[config.mk]
export PLATFORM = sky130hd
export DESIGN_NAME = criq_free_list
export DESIGN_NICKNAME = d
export VERILOG_FILES = /design/src/rtl/criq_free_list.sv
export SDC_FILE = /design/constraint.sdc
export NUM_CORES = 1
export LEC_CHECK = 0
export BUFFER_PORTS_ARGS = -buffer_cell sky130_fd_sc_hd__buf_2
export CORE_ASPECT_RATIO = 1.75
export CORE_MARGIN = 1
export CORE_UTILIZATION = 68
export DETAILED_ROUTE_END_ITERATION = 10
export PLACE_DENSITY = 0.89
export SLEW_MARGIN = 10
export SYNTH_ARGS = -nofsm -noshare
export SYNTH_HDL_FRONTEND = slang
export SYNTH_SLANG_ARGS = --single-unit
[constraint.sdc]
create_clock -name Clk -period 7.11 [get_ports Clk]
set_input_delay 1.422 -clock Clk [delete_from_list [all_inputs] [get_ports Clk]]
set_output_delay 1.422 -clock Clk [all_outputs]
set_load 0.02 [all_outputs]
[src/rtl/criq_free_list.sv]
// Two-lane circular free list of tags with compacted allocate/free lanes.
// Starts full with an arithmetic tag sequence; reset and flush restore it.
module criq_free_list #(
   parameter int CRIQWIDE = 6,
   parameter int CRIQDEEP = 32,
   parameter int INITBASE = 0,
   parameter int INITSTEP = 1
) (
   input  logic                              Clk,
   input  logic                              Rest,
   input  logic [1:0]                        Rable,
   output logic [CRIQWIDE-1:0]               Dout0,
   output logic [CRIQWIDE-1:0]               Dout1,
   output logic [1:0]                        DoutValid,
   output logic [CRIQWIDE-1:0]               PreOut0,
   output logic [CRIQWIDE-1:0]               PreOut1,
   input  logic [1:0]                        Wable,
   input  logic [CRIQWIDE-1:0]               Din0,
   input  logic [CRIQWIDE-1:0]               Din1,
   input  logic                              CriqClean,
   output logic [$clog2(CRIQDEEP+1)-1:0]     CriqCount,
   output logic                              CriqFull,
   output logic                              CriqEmpty,
   output logic                              CriqAvail2,
   output logic                              CriqErr
);

   localparam int AW = (CRIQDEEP > 1) ? $clog2(CRIQDEEP) : 1;
   localparam int CW = $clog2(CRIQDEEP + 1);
   localparam logic [CW-1:0] FULLCNT = CW'(CRIQDEEP);

   logic [CRIQWIDE-1:0] mem [CRIQDEEP];
   logic [AW-1:0]       head, tail, head1, tail1;
   logic [CW-1:0]       count, count_next;
   logic [1:0]          nr, nw;
   logic                rd_ok, wr_ok, rd_go, wr_go;
   logic [CRIQWIDE-1:0] wd0;

   // Modular add of 0..2 without requiring a power-of-two depth.
   function automatic logic [AW-1:0] ptr_add(
      input logic [AW-1:0] p,
      input logic [1:0]    n
   );
      logic [AW+1:0] s;
      s = {2'b00, p} + {{AW{1'b0}}, n};
      if (s >= (AW+2)'(CRIQDEEP))
         s = s - (AW+2)'(CRIQDEEP);
      return s[AW-1:0];
   endfunction

   always_comb begin
      nr    = {1'b0, Rable[0]} + {1'b0, Rable[1]};
      nw    = {1'b0, Wable[0]} + {1'b0, Wable[1]};
      rd_ok = CW'(nr) <= count;
      wr_ok = CW'(nw) <= (FULLCNT - count);
      rd_go = (|Rable) && rd_ok;
      wr_go = (|Wable) && wr_ok;
      head1 = ptr_add(head, 2'd1);
      tail1 = ptr_add(tail, 2'd1);
      wd0   = Wable[0] ? Din0 : Din1;
      count_next = count;
      if (wr_go)
         count_next = count_next + CW'(nw);
      if (rd_go)
         count_next = count_next - CW'(nr);
   end

   always_ff @(posedge Clk) begin
      if (Rest || CriqClean) begin
         for (int k = 0; k < CRIQDEEP; k++)
            mem[k] <= CRIQWIDE'(INITBASE + k * INITSTEP);
      end else if (wr_go) begin
         mem[tail] <= wd0;
         if (nw == 2'd2)
            mem[tail1] <= Din1;
      end
   end

   always_ff @(posedge Clk) begin
      if (Rest || CriqClean) begin
         head  <= '0;
         tail  <= '0;
         count <= FULLCNT;
      end else begin
         if (rd_go)
            head <= ptr_add(head, nr);
         if (wr_go)
            tail <= ptr_add(tail, nw);
         count <= count_next;
      end
   end

   always_ff @(posedge Clk) begin
      if (Rest) begin
         Dout0     <= '0;
         Dout1     <= '0;
         DoutValid <= 2'b00;
      end else if (CriqClean) begin
         DoutValid <= 2'b00;
      end else begin
         DoutValid <= rd_go ? Rable : 2'b00;
         if (rd_go && Rable[0])
            Dout0 <= mem[head];
         if (rd_go && Rable[1])
            Dout1 <= Rable[0] ? mem[head1] : mem[head];
      end
   end

   always_ff @(posedge Clk) begin
      if (Rest)
         CriqErr <= 1'b0;
      else if (!CriqClean && (((|Rable) && !rd_ok) || ((|Wable) && !wr_ok)))
         CriqErr <= 1'b1;
   end

   assign PreOut0    = mem[head];
   assign PreOut1    = mem[head1];
   assign CriqCount  = count;
   assign CriqFull   = count == FULLCNT;
   assign CriqEmpty  = count == '0;
   assign CriqAvail2 = count >= CW'(2);

endmodule

==> qor.yml <==
status:
  status: "finished with violations"
  failed_checks: "max-capacitance violations, max-slew violations"
sta:
  rsz0062_at_grt: "no"
  max_clock_freq_mhz: 180
  fin_crit_ps: 5540
  slew_violations: 11
  hold_viol: 0
  setup-tns-final_ps: 0
  setup_viol: 0
  slew-limit-headroom: -0.0374
  finalCritPeriodShare: 0.779
  hold-worst-slack_ps: 475
  worst_slack_ps: 1570
  fin_skew_ps: 9.44
  worstMarginPinSlew_ps: 1550
cells_and_area:
  drive_gt1_frac: 0.221
  fin_util: 0.747
  fill_cells: 1220
  fin_area_um2: 14700
  final_cell_count_no_fill: 1337
  fin_nets: 1115
  area_growth_pct: 8.36
synth:
  yosysTopAreaCellShare: 0.425
  yosysTopAreaCell: "edfxtp_1"
  synth.top_cells.by_count: "edfxtp_1, mux4_2, nor2_1"
  syn_area_um2: 13600
  ys_seq_area_frac: 0.479
  ys_types: 69
  async_flop_share: 0
  syn_nets: 1107
  synth.area.top_cells: "edfxtp_1, mux4_2, dfxtp_1"
  yosys_warnings: 0
  avgSynthCellArea_um2: 12.7
  ys_ff_latch: 228
  syn_inst: 1064
  synth_edf_count: 192
  ys.flop_type: "edfxtp_1"
  yosysMostFrequentCell: "edfxtp_1"
drt:
  wl_mm: 50.3
  antenna_left: 0
  wire_per_inst_um: 37.6
  drtPass1Iterations: 7
  num_vias: 11188
  drc: 0
  drt_iter0_markers: 1980
  vias_per_cell: 8.37
global_routing:
  grt_first_pass_wirelength_mm: 72.8
  grt_pass1_vias: 11062
  grt_max_degree: 53
  overflow: 0
  grt_use_total: 0.516
  grt_antenna_before_repair: 4
worst_setup_path:
  cp_max_fo: 52
  crit_path_start_kind: "flip-flop"
  crit_type: "reg -> out"
  crit_arrival_ps: 4120
  critPathLaunch: "head[0]"
  reg2reg_slack_ps: 2460
  critical_path_required_ps: 5690
  end_kind: "output pin"
  r2r-start: "CriqCount[1]"
die:
  placeableCoreArea_um2: 19700
  die_w_um: 109
  rows: 68
  die_area_um2: 20500
  dieHeight_um: 189
  initial_core_util: 0.689
  ios: 55
clock_tree:
  clockBufferDepth: 3
  cts_inserted_buffers: 22
  cts_tree: "yes"
  cts_resized: 0
  cts.htree.levels: 1
  root_buffer: "clkbuf_16"
  cts_setup_buffers: 0
  clk_latency_ps: 520
  clock_sinks: 228
  hold_buffers: 0
  path_clk_slew_ps: 70
power_and_ir_drop:
  powerDensity_nw_per_um2: 242
  power.leakage_nw: 4.70
  power.total_mw: 3.55
  peakVddDrop_mv: 0.266
placement:
  numPortBuffers: 54
  place_congestion: 1.10
  place_inst: 1293
  preCtsSetupSlack_ps: 1460
  detailed_place_hpwl_mm: 34.2
  place_area_um2: 13900
job:
  cap_violations: 1
worst_hold_path:
  hold_class: "reg -> reg"
  hp-start: "CriqErr"
-- path summary, 6_finish.rpt --
kind                       end  cells after the start
setup reg to reg  CriqCount[5]                     15
hold reg to reg        CriqErr                      2
hold / removal         CriqErr                      2
setup / recovery    PreOut1[3]                      7
-- cell families after synthesis --
kind of cell    count (synthesis)  synth area share
fa+ha+maj                      24            0.0244
compound gates                251             0.143
xor+xnor                       18            0.0122
simple gates                  285            0.0983
flops                         228             0.479
buf+inv                       113            0.0360
mux                           145             0.207
-- metal layers --
layer  global-route usage  up-vias  wire (um)  part of all wire
met5               0.0332        -         65            0.0013
met4                0.474        4       6340              0.13
met3                0.225      416       7400              0.15
met2                0.790     1193      23000              0.46
met1                0.514     5265      13500              0.27
li1                     -     4310          -                 -
-- power breakdown --
group | internal (mW) | total, mW | switching, mW
combinational | 0.241 | 0.677 | 0.437
sequential | 1.49 | 1.57 | 0.0725
clock | 0.775 | 1.31 | 0.531
-- state kept, by name, summed over array words and instances, names as in the netlist, named ones only --
signal,flops
head,5
Dout1,6
tail,5
DoutValid,2
mem,192
CriqErr,1
Dout0,6
CriqCount,6
-- cells in the final DEF, fill, tap and decap left out, types with 7 or more instances in the layout --
master,instances
mux2_2,7
nor2b_1,7
or3_1,23
nor3_1,21
o21ai_0,9
a21oi_1,21
a22oi_1,46
nor4_1,7
a22o_1,64
ha_1,19
nor2_1,91
mux2i_1,30
xor2_1,7
clkbuf_16,23
and2_1,11
a32o_1,9
edfxtp_1,192
o211ai_1,7
inv_1,25
dfxtp_1,33
buf_4,17
mux4_2,108
nand2_1,78
o22ai_1,33
xnor2_1,10
buf_2,54
nand3_1,19
-- critical path: stages, from the launching register on --
cell and delay, ps:
dfxtp_2 310, buf_4 630, ha_2 310, buf_4 710
mux4_2 620, mux2i_1 520, a221oi_1 250, buf_2 230
-- final cells by class --
cell class | count | area, um^2 | area share
clock buffer | 26 | 587 | 0.0400
clock inverter | 14 | 201 | 0.0137
tap | 245 | 307 | 0.0209
antenna | 4 | 10.0 | 0.000682
sequential | 228 | 6490 | 0.442
inverter | 26 | 97.6 | 0.00665
multi-input combinational | 723 | 6590 | 0.449
timing repair buffer | 71 | 398 | 0.0271
Power figures use the tool's default switching activity.
